==> src/rtl/register_file_pkg.sv <==
// Shared processor constants and helpers used by the pipeline stages and the register file.
// Pure declarations, no state.
package register_file_pkg;

    localparam int REG_COUNT  = 8;
    localparam int REG_ADDR_W = 3;
    localparam int DATA_W     = 16;

    typedef logic [REG_ADDR_W-1:0] reg_addr_t;
    typedef logic [DATA_W-1:0]     reg_data_t;
    typedef logic [REG_COUNT-1:0]  reg_mask_t;

    // One-hot decode of a register address; register 0 decodes to an empty mask.
    function automatic reg_mask_t addr_onehot(input reg_addr_t addr);
        reg_mask_t mask;
        mask       = '0;
        mask[addr] = (addr != '0);
        return mask;
    endfunction

endpackage

==> src/rtl/reg_scoreboard.sv <==
// Pending-write scoreboard: busy bits, set/clear on the edge, combinational RAW/WAW stall.
// Stall is zero-latency; a same-cycle write-back to a busy register clears its hazard.
module reg_scoreboard
    import register_file_pkg::*;
(
    input  logic                  clk,
    input  logic                  reset,
    input  logic                  regWriteOut,
    input  logic [REG_ADDR_W-1:0] loadAddr,
    input  logic [REG_ADDR_W-1:0] rs1Addr,
    input  logic [REG_ADDR_W-1:0] rs2Addr,
    input  logic                  issueValid,
    input  logic                  issueWrites,
    input  logic [REG_ADDR_W-1:0] issueRd,
    output logic                  stall,
    output logic [REG_COUNT-1:0]  busyMask
);

    reg_mask_t busy_q;
    reg_mask_t busy_d;
    reg_mask_t wb_clear;
    reg_mask_t busy_eff;
    reg_mask_t set_vec;
    logic      haz_rs1;
    logic      haz_rs2;
    logic      haz_waw;
    logic      issue_accept;

    always_comb begin
        wb_clear     = regWriteOut ? addr_onehot(loadAddr) : '0;
        // Hazards are judged against the scoreboard as it will look after this write-back.
        busy_eff     = busy_q & ~wb_clear;
        haz_rs1      = (rs1Addr != '0) && busy_eff[rs1Addr];
        haz_rs2      = (rs2Addr != '0) && busy_eff[rs2Addr];
        haz_waw      = issueWrites && (issueRd != '0) && busy_eff[issueRd];
        stall        = issueValid && (haz_rs1 || haz_rs2 || haz_waw);
        issue_accept = issueValid && !stall;
        set_vec      = (issue_accept && issueWrites) ? addr_onehot(issueRd) : '0;
        // Set wins over a same-cycle clear of the same register.
        busy_d       = busy_eff | set_vec;
    end

    always_ff @(posedge clk or posedge reset) begin
        if (reset) begin
            busy_q <= '0;
        end else begin
            busy_q <= busy_d;
        end
    end

    assign busyMask = busy_q;

endmodule

==> src/rtl/register_file.sv <==
// 8x16 register file with write-back bypass and an issue scoreboard; reads are zero-latency.
// Decode is held via stall while a source or destination has a pending write.
module register_file
    import register_file_pkg::*;
(
    input  logic                  clk,
    input  logic                  reset,
    input  logic                  regWriteOut,
    input  logic [REG_ADDR_W-1:0] loadAddr,
    input  logic [DATA_W-1:0]     loadData,
    input  logic [REG_ADDR_W-1:0] rs1Addr,
    input  logic [REG_ADDR_W-1:0] rs2Addr,
    output logic [DATA_W-1:0]     rs1Data,
    output logic [DATA_W-1:0]     rs2Data,
    input  logic                  issueValid,
    input  logic                  issueWrites,
    input  logic [REG_ADDR_W-1:0] issueRd,
    output logic                  stall,
    output logic [REG_COUNT-1:0]  busyMask
);

    reg_data_t regs_q [REG_COUNT];
    reg_data_t regs_d [REG_COUNT];
    logic      wr_en;

    assign wr_en = regWriteOut && (loadAddr != '0);

    always_comb begin
        regs_d = regs_q;
        if (wr_en) begin
            regs_d[loadAddr] = loadData;
        end
        regs_d[0] = '0;
    end

    always_ff @(posedge clk or posedge reset) begin
        if (reset) begin
            for (int i = 0; i < REG_COUNT; i++) begin
                regs_q[i] <= '0;
            end
        end else begin
            regs_q <= regs_d;
        end
    end

    // Same-cycle write-back is forwarded so decode sees the value before it lands.
    always_comb begin
        rs1Data = '0;
        rs2Data = '0;
        if (rs1Addr != '0) begin
            rs1Data = (wr_en && (loadAddr == rs1Addr)) ? loadData : regs_q[rs1Addr];
        end
        if (rs2Addr != '0) begin
            rs2Data = (wr_en && (loadAddr == rs2Addr)) ? loadData : regs_q[rs2Addr];
        end
    end

    reg_scoreboard u_scoreboard (
        .clk         (clk),
        .reset       (reset),
        .regWriteOut (regWriteOut),
        .loadAddr    (loadAddr),
        .rs1Addr     (rs1Addr),
        .rs2Addr     (rs2Addr),
        .issueValid  (issueValid),
        .issueWrites (issueWrites),
        .issueRd     (issueRd),
        .stall       (stall),
        .busyMask    (busyMask)
    );

endmodule

==> config.mk <==
export PLATFORM = sky130hd
export DESIGN_NAME = register_file
export DESIGN_NICKNAME = d
export VERILOG_FILES = /design/src/rtl/register_file_pkg.sv /design/src/rtl/reg_scoreboard.sv /design/src/rtl/register_file.sv
export SDC_FILE = /design/constraint.sdc
export NUM_CORES = 1
export LEC_CHECK = 0
export ABC_AREA = 1
export CORE_ASPECT_RATIO = 1.4
export CORE_MARGIN = 1
export CORE_UTILIZATION = 39
export DETAILED_ROUTE_END_ITERATION = 8
export SYNTH_ARGS = -nofsm -noshare
export SYNTH_HDL_FRONTEND = slang
export SYNTH_SLANG_ARGS = --single-unit
==> constraint.sdc <==
create_clock -name clk -period 8.5 [get_ports clk]
set_input_delay 1.7 -clock clk [delete_from_list [all_inputs] [get_ports clk]]
set_output_delay 1.7 -clock clk [all_outputs]
set_load 0.02 [all_outputs]
; Word level (Yosys, flattened, before mapping)
; Cells that the tools add are included.
[classes]
order_cmp = 10
eq_ne = 2
n_mux = 25
n_bitwise = 8
reduce_logical = 20
[op_table]
columns = cell, n
row1 = $mux W16, 9
row2 = $bwmux W128, 1
row3 = $bmux W16 S3, 2
row4 = $demux W16 S3, 1
row5 = $and A8 B8 Y8, 3
row6 = $lt A3 B4 Y1 const B, 4
row7 = $mux W8, 2
row8 = $logic_and A1 B1 Y1, 13
row9 = $ge A4 B4 Y1 const B, 3
row10 = $not A3 Y4, 3
row11 = $reduce_bool A3 Y1, 4
row12 = $bmux W1 S3, 3
row13 = $not A8 Y8, 1
row14 = $or A8 B8 Y8, 1
row15 = $demux W1 S3, 2
row16 = $eq A3 B3 Y1, 2
row17 = $ge A3 B1 Y1 const B, 2
row18 = $mux W1, 5
row19 = $lt A4 B1 Y1 const B, 1
row20 = $logic_or A1 B1 Y1, 2
row21 = $logic_not A1 Y1, 1
[word_totals]
ff_bits = 120
input_bits = 33
output_inout_bits = 41
elab_cells = 73

; Logic depth before layout (Yosys ltp)
; Gate-level depths: netlist (run 1).
[logic_depth]
depth_word = 19
ltp_mapped = 13
mapped_depth_nobuf = 12

; By module
; A second synthesis (run 1) with hierarchy kept.
[hier_totals]
hier_cells = 1182
hier_area_um2 = 7519.7
[modules_own_cells]
columns = module, instances, cells_per_inst, area_each_um2, seq_area_each_um2
row1 = register_file, 1, 1066, 6855.3, 2802.7
row2 = reg_scoreboard, 1, 116, 664.4, 200.2

; Least setup slack after synthesis (run 1)
; No wires, ideal clock.
[synth_path]
kind = input port to output port
startpoint = input port loadAddr[1]
endpoint = output port stall
arrival_time_ps = 3043
t_required_ps = 6800
path_slack_ps = 3757
cell_stages = 8
n_path_buf = 1
cell_sequence = buf_4 -> nand2_1 -> nor2_4 -> nor2_1 -> o21ai_0 -> nor2_1 -> nand2_1 -> a21boi_0
[synth_between]
elab_chain_cells = 14
word_cells_on_any_way = 22
cone_classes = order compare (2) / mux (9) / bitwise (3) / reduce/logical (8)
[synth_lines]
columns = item, line_no
row1 = "start, declared", register_file.sv:9  ; input logic [REG_ADDR_W-1:0] loadAddr,
row2 = $lt A3 B4 Y1 (not written as such) or $ge A3 B1 Y1 (tied branches), register_file_pkg.sv:17  ; mask[addr] = (addr != '0);
row3 = $logic_and A1 B1 Y1 (not written as such), register_file_pkg.sv:17
row4 = $mux W1 (not written as such), register_file_pkg.sv:17
row5 = $demux W1 S3, n/a
row6 = $and A8 B8 Y8 (no source line) *, n/a
row7 = $mux W8 *, reg_scoreboard.sv:30  ; wb_clear = regWriteOut ? addr_onehot(loadAddr) : '0;
row8 = $not A8 Y8 *, reg_scoreboard.sv:32  ; busy_eff = busy_q & ~wb_clear;
row9 = $and A8 B8 Y8 *, reg_scoreboard.sv:32
row10 = "$bmux W1 S3, on equally long branches", "reg_scoreboard.sv:33, reg_scoreboard.sv:34"
row11 = "$mux W1, on equally long branches", "reg_scoreboard.sv:33, reg_scoreboard.sv:34"
row12 = "$logic_and A1 B1 Y1, on equally long branches", "reg_scoreboard.sv:33, reg_scoreboard.sv:34"
row13 = $logic_or A1 B1 Y1, reg_scoreboard.sv:36  ; stall = issueValid && (haz_rs1 || haz_rs2 || haz_waw);
row14 = $logic_or A1 B1 Y1 *, reg_scoreboard.sv:36
row15 = $logic_and A1 B1 Y1 *, reg_scoreboard.sv:36
row16 = "end, declared", register_file.sv:18  ; output logic stall,
; Mark *: on every way between the ends. The rest lies on a longest branch, timed or not. The select of a mux whose other input is x is not followed.

; Final worst setup path (run 1)
; Ends and elaborated chain as after synthesis.

==> results.txt, run 1 <==
----------------------------------------------------
[Floorplanning]
  Die extent in x ... 115 µm
  Die Footprint ... 0.0184 mm²
  Die H ... 160 µm
  Row cnt ... 57
  Starting density of the core ... 40.0%
  Std-Cell Core Area ... 0.0174 mm²
  Number of I/O pins ... 74

[Detailed routing]
  Total wire length ... 22700 µm
  Detailed-route vias per instance ... 5.54
  Number of iterations in the first detailed-routing pass ... 5
  Number of design-rule violations left by the first detailed-router iteration ... 584
  Number of vias after detailed routing ... 6812
  Number of remaining DRC errors ... 0
  Number of nets still failing antenna checks after routing ... 0
  Routed WL per cell ... 18.5 µm

[Status]
  Status ... complete, no violations

[Power]
  Worst supply voltage drop on vdd ... 133 µV
  Total power divided by cell area ... 236 mW/mm²
  Leak pwr ... 3.82 nW

[Setup path]
  Worst EP required ... 6.80 ns
  Worst setup path start ... loadAddr[1]
  CP Launch Type ... primary input
  Kind of end point of the critical path ... output port
  Startpoint-to-endpoint class of the critical path ... primary input to output port
  Maximum fanout count along the critical path ... 33
  Reg-to-Reg Start ... u_scoreboard.busyMask[7]$_DFF_PP0_
  Critical path data arrival time ... 4.69 ns

[GRT]
  Peak-usage layer in the global routing report ... met2
  Met1 Use GR ... 33.1%
  GRT Resource Usage Total ... 25.7%
  Pin count of the biggest net entering global routing ... 69
  Overflow after GRT ... 0
  Antenna violations before repair ... 0
  GR Util met2 ... 42.4%
  Vias in the first global route ... 6531
  Met3 track demand over resource in global routing ... 3.95%
  Wire length of the first global-routing pass ... 35900 µm

[Synthesis]
  Unique cell type count in the Yosys netlist ... 34
  Number of warnings printed during yosys synthesis ... 0
  Number of nets in the synthesized netlist ... 981
  Yosys reg bits ... 120
  Number of cells produced by synthesis ... 948
  Sequential cell area fraction in the yosys report ... 43.1%
  Mapped cell area ... 0.00697 mm²
  Syn_area_per_cell ... 7.35 µm²

[Timing]
  Maximum achievable frequency ... 157 MHz
  Final-report max-slew violation count ... 0
  Final Hold Vio Count ... 0
  Clock tree skew after final layout ... 0.00355 ns
  Setup TNS ... 0 ns
  Final worst setup slack ... 2.11 ns
  RSZ-0062 raised after global routing ... false
  Transition time of the tightest slew-check pin ... 1.08 ns
  Final Setup Violations ... 0
  Worst Hold Margin ... 0.382 ns
  Fin crit period ... 6.39 ns
  Final cycle utilization of the critical path ... 75.1%
  Worst-case headroom to the max-slew limit ... 28.0%

[CTS]
  TritonCTS clock tree ... yes
  Post-CTS setup-driven buffer insertion count ... 0
  Clock input transition at the sequential cells of the worst setup and hold paths ... 0.06 ns
  Clock latency at the later pin of the worst-skew pair ... 0.41 ns
  Hold buffer count at CTS ... 0
  Clock H-tree levels ... 4
  Resized cells post-CTS ... 0
  Number of buffers on the longest clock path ... 2
  Clock root buffer master ... sky130_fd_sc_hd__clkbuf_16
  CTS buffer count ... 17
  Clock sink count ... 120

[Finish]
  Highest-count cells in the layout ignoring fill and taps ... sky130_fd_sc_hd__nand2_1 (214), sky130_fd_sc_hd__o21ai_0 (167), sky130_fd_sc_hd__dfrtp_1 (120)
  Total non-filler cell area in the finished layout ... 0.00835 mm²
  Number of nets at the end of the flow ... 1014
  Most frequent standard cell in the layout excluding fill and tap cells ... sky130_fd_sc_hd__nand2_1
  Ratio of cells with drive above 1 in the final layout ... 6.64%
  Ant diodes ... 0
  Area added between synthesis and finish ... 19.8%

[Placed design]
  Input/output buffers ... 73
  Final weighted congestion of routability-driven global placement ... 0.845
  Placed cell areas ... 0.00773 mm²
  Sum of net half-perimeters after detailed placement ... 14200 µm
  Post-placement worst setup slack ... 2.16 ns

[Flow run]
  Max-cap violations ... 0

[Min path]
  Start point of the worst hold path ... u_scoreboard.busyMask[0]$_DFF_PP0_
  Type of the most critical hold path ... flip-flop to flip-flop

----------------------------------------------------
## final timing paths
| kind | slack [ns] | cells after the start | to |
|---|---|---|---|
| min in group asynchronous | 1.75 | 2 | u_scoreboard.busyMask[0]$_DFF_PP0_ |
| max in group asynchronous | 5.34 | 3 | regs_q[23]$_DFFE_PP0P_ |
| worst min-delay path | 0.38 | 0 | u_scoreboard.busyMask[0]$_DFF_PP0_ |
| worst max register to register | 7.08 | 7 | u_scoreboard.busyMask[4]$_DFF_PP0_ |
| worst max-delay path | 2.11 | 10 | stall |
| worst min register to register | 0.38 | 0 | u_scoreboard.busyMask[0]$_DFF_PP0_ |
## Yosys cell counts (all sizes together)
| cell type | n | area [µm²] |
|---|---|---|
| a21boi | 2 | 15.0 |
| clkbuf | 32 | 121 |
| dfrtp | 120 | 3000 |
| o311ai | 17 | 149 |
| a211oi | 4 | 30.0 |
| o211ai | 39 | 293 |
| buf | 35 | 186 |
| o31ai | 2 | 15.0 |
| nor3 | 11 | 55.1 |
| nand2 | 221 | 852 |
| inv | 100 | 380 |
| a21oi | 73 | 365 |
| o21ai | 168 | 841 |
| nand4 | 8 | 56.3 |
| o2111ai | 2 | 17.5 |
| a31oi | 4 | 25.0 |
| nand3 | 74 | 375 |
| nor2 | 32 | 153 |
| xor2 | 2 | 17.5 |
| xnor2 | 2 | 17.5 |
## cells by family after synthesis
family / count (synthesis) / synth area share, %
AO/OA/AOI/OAI: 311 / 25.1
XOR/XNOR: 4 / 0.503
AND/OR/NAND/NOR: 346 / 21.4
buffers and inverters: 167 / 9.88
flip-flops: 120 / 43.1
## power breakdown
| part | internal (W) | switching, W | leakage (nW) |
|---|---|---|---|
| clock | 0.000471 | 0.000278 | 0.289 |
| sequential | 0.000679 | 0.0000818 | 1.49 |
| combinational | 0.000180 | 0.000276 | 2.04 |
| total | 0.00133 | 0.000636 | 3.82 |
## routing by layer
layer | share of wire [%] | vias to the layer above | wire length, µm
li1 | - | 3277 | -
met1 | 43 | 3211 | 9790
met2 | 48 | 275 | 10900
met3 | 5.3 | 49 | 1210
met4 | 3.5 | 0 | 807
met5 | 0 | - | 0
## cell type report
class | count | area [µm²]
Inverter | 100 | 383
Sequential cell | 120 | 3000
Fill cell | 1814 | 9050
Tap cell | 236 | 295
Multi-Input combinational cell | 661 | 3280
Clock inverter | 14 | 174
Clock buffer | 18 | 439
Timing Repair Buffer | 81 | 776
## state kept, by name, summed over array words and instances, names as in the netlist
register	flops
regs_q	112
u_scoreboard.busyMask	8
## worst max-delay path: stages
cell                              delay, ns
sky130_fd_sc_hd__clkdlybuf4s50_1       0.71
sky130_fd_sc_hd__nor2_1                0.12
sky130_fd_sc_hd__nand2_2               0.55
sky130_fd_sc_hd__nand2_1               0.29
sky130_fd_sc_hd__nand2_1               0.13
sky130_fd_sc_hd__nand3_1               0.07
sky130_fd_sc_hd__nor2_1                0.09
sky130_fd_sc_hd__nand2_1               0.18
sky130_fd_sc_hd__a21boi_0              0.22
sky130_fd_sc_hd__clkdlybuf4s50_1       0.62
## stage by stage
stage	util [%]	cells	power, W
2_1_floorplan	-	948	0.00104
3_3_place_gp	44.4	1198	0.00122
3_5_place_dp	44.4	1198	0.00122
4_1_cts	48.0	1230	0.00198
5_1_grt	48.0	1230	0.00207
6_report	48.0	1230	0.00197
Note: power is estimated with default switching activity, not from simulation.
==> run 2: changes to the inputs <==
- clock period: 8.5 -> 5.15 ns (I/O delays scaled with it)
==> run 2 against run 1 <==
  * Sequential power up 64%
  * Via count up 0.78%
  * Clock-buffer cell count up 1
  * Sequential share of layout area down 0.60 points
  * Worst hold slack worse by 0.0032 ns
  * Wire length up 1.4%
  * Die area unchanged
  * Core utilization up 0.82 points
  * Clock skew up 0.00092 ns
  * Cell count up 1.3%
  * Critical path type unchanged
  * Largest cell class unchanged
==> results.txt, run 2 (synthesized netlist as in run 1, its figures left out) <==
----------------------------------------------------
[Floorplanning]
  Starting density of the core ... 40.0%
  Die extent in x ... 115 µm
  Std-Cell Core Area ... 0.0174 mm²
  Die H ... 160 µm
  Row cnt ... 57
  Die Footprint ... 0.0184 mm²
  Number of I/O pins ... 74

[Placed design]
  Sum of net half-perimeters after detailed placement ... 15000 µm
  Post-placement worst setup slack ... 0.640 ns
  Placed cell areas ... 0.00787 mm²
  Input/output buffers ... 73
  Final weighted congestion of routability-driven global placement ... 0.906

[Detailed routing]
  Number of nets still failing antenna checks after routing ... 0
  Detailed-route wire length on metal 1 ... 9980 µm
  Number of remaining DRC errors ... 0
  Detailed-route vias per instance ... 5.51
  Number of design-rule violations left by the first detailed-router iteration ... 522
  Number of iterations in the first detailed-routing pass ... 5
  Routed WL per cell ... 18.5 µm
  Number of vias after detailed routing ... 6865
  Length of routed met3 wiring ... 1270 µm
  Total wire length ... 23100 µm
  Highest routed metal layer ... met4
  Met2 WL ... 11300 µm

[CTS]
  Number of buffers on the longest clock path ... 2
  Hold buffer count at CTS ... 0
  TritonCTS clock tree ... yes
  Resized cells post-CTS ... 0
  Clock latency at the later pin of the worst-skew pair ... 0.42 ns
  Clock input transition at the sequential cells of the worst setup and hold paths ... 0.06 ns
  CTS buffer count ... 17
  Clock H-tree levels ... 4
  Clock root buffer master ... sky130_fd_sc_hd__clkbuf_16
  Post-CTS setup-driven buffer insertion count ... 0
  Clock sink count ... 120

[Setup path]
  Slowest stage delay, CP ... 0.72 ns
  Cell with the biggest individual delay on the critical path ... sky130_fd_sc_hd__clkdlybuf4s50_1
  CP Launch Type ... primary input
  Capture point of the worst reg-to-reg path ... u_scoreboard.busyMask[7]$_DFF_PP0_
  Worst EP required ... 4.12 ns
  Kind of end point of the critical path ... output port
  Critical path data arrival time ... 3.52 ns
  Maximum fanout count along the critical path ... 34
  Register-to-register setup slack ... 3.77 ns
  Logic depth of the worst register-to-register path ... 7
  Reg-to-Reg Start ... u_scoreboard.busyMask[7]$_DFF_PP0_
  Ordered list of cells on the worst path ... clkdlybuf4s50_1, nor2_4, nand2_4, nand2_2, nand2_1, o21ai_0, nor2_1, nand2_1, a21boi_0, clkdlybuf4s50_1
  Startpoint-to-endpoint class of the critical path ... primary input to output port
  Worst setup path start ... loadAddr[1]

[Finish]
  Highest-count cells in the layout ignoring fill and taps ... sky130_fd_sc_hd__nand2_1 (214), sky130_fd_sc_hd__o21ai_0 (167), sky130_fd_sc_hd__dfrtp_1 (120)
  Most frequent standard cell in the layout excluding fill and tap cells ... sky130_fd_sc_hd__nand2_1
  Number of nets at the end of the flow ... 1030
  Ant diodes ... 0
  Area added between synthesis and finish ... 21.8%
  Largest register FFs ... 112
  Ratio of cells with drive above 1 in the final layout ... 8.12%
  Total non-filler cell area in the finished layout ... 0.00849 mm²
  Register with the most flip-flops ... regs_q

[GRT]
  Wire length of the first global-routing pass ... 36900 µm
  Vias in the first global route ... 6804
  Overflow after GRT ... 0
  Antenna violations before repair ... 0
  Pin count of the biggest net entering global routing ... 69
  GRT Resource Usage Total ... 26.2%

[Timing]
  Setup TNS ... 0 ns
  Final worst setup slack ... 0.596 ns
  Final Setup Violations ... 0
  RSZ-0062 raised after global routing ... false
  Worst-case headroom to the max-slew limit ... 25.3%
  Transition time of the tightest slew-check pin ... 1.12 ns
  Final cycle utilization of the critical path ... 88.4%
  Maximum achievable frequency ... 220 MHz
  Fin crit period ... 4.55 ns
  Final Hold Vio Count ... 0
  Clock tree skew after final layout ... 0.00447 ns
  Final-report max-slew violation count ... 0

[Power]
  Power, Total ... 0.00326 W
  Leak pwr ... 3.91 nW
  Total power divided by cell area ... 384 mW/mm²
  Worst supply voltage drop on vdd ... 198 µV

[Min path]
  Cell depth of the worst min-delay path ... 0
  Start point of the worst hold path ... u_scoreboard.busyMask[0]$_DFF_PP0_
  End of the worst hold path ... u_scoreboard.busyMask[0]$_DFF_PP0_
  Type of the most critical hold path ... flip-flop to flip-flop

[Flow run]
  Max-cap violations ... 0

[Status]
  Status ... complete, no violations

----------------------------------------------------
[run 2: layer usage]
layer,track usage [%],vias up
li1,-,3311
met1,33.9,3258
met2,44.2,251
met3,3.57,45
met4,9.45,0
met5,0,-
[run 2: layout make-up]
cell class / count / area, µm²
clock inverters: 13 / 170
clock buffers: 19 / 453
multi-input cells: 661 / 3280
inverters: 100 / 383
well taps: 236 / 295
flip-flops and latches: 120 / 3000
fillers: 1775 / 8910
repair buffers: 97 / 908
[run 2: report_power, final]
part / switching (W) / internal (W) / total [W]
sequential: 0.000133 / 0.00112 / 0.00125
combinational: 0.000458 / 0.000305 / 0.000763
clock: 0.000454 / 0.000791 / 0.00125
total: 0.00104 / 0.00222 / 0.00326
[run 2: worst max-delay path by stage]
stage / endpoint / cells after the start
floorplan: regs_q[0]$_DFFE_PP0P_ / 1
global placement: stall / 10
detailed placement: rs1Data[15] / 9
CTS: rs1Data[15] / 9
global route: stall / 10
finish: stall / 10
[run 2: critical path: cells and delay by family]
kind | cells | cell delay, ns
compound gates | 2 | 0.31
simple gates | 6 | 0.82
buf+inv | 2 | 1.35
[run 2: per-stage QoR]
stage	utilization, %	hold WS (ns)	cells
CTS	48.8	0.387	1246
finish	48.8	0.379	1246
global placement	45.2	0.371	1214
floorplan	-	0.453	948
global route	48.8	0.396	1246
detailed placement	45.2	0.371	1214
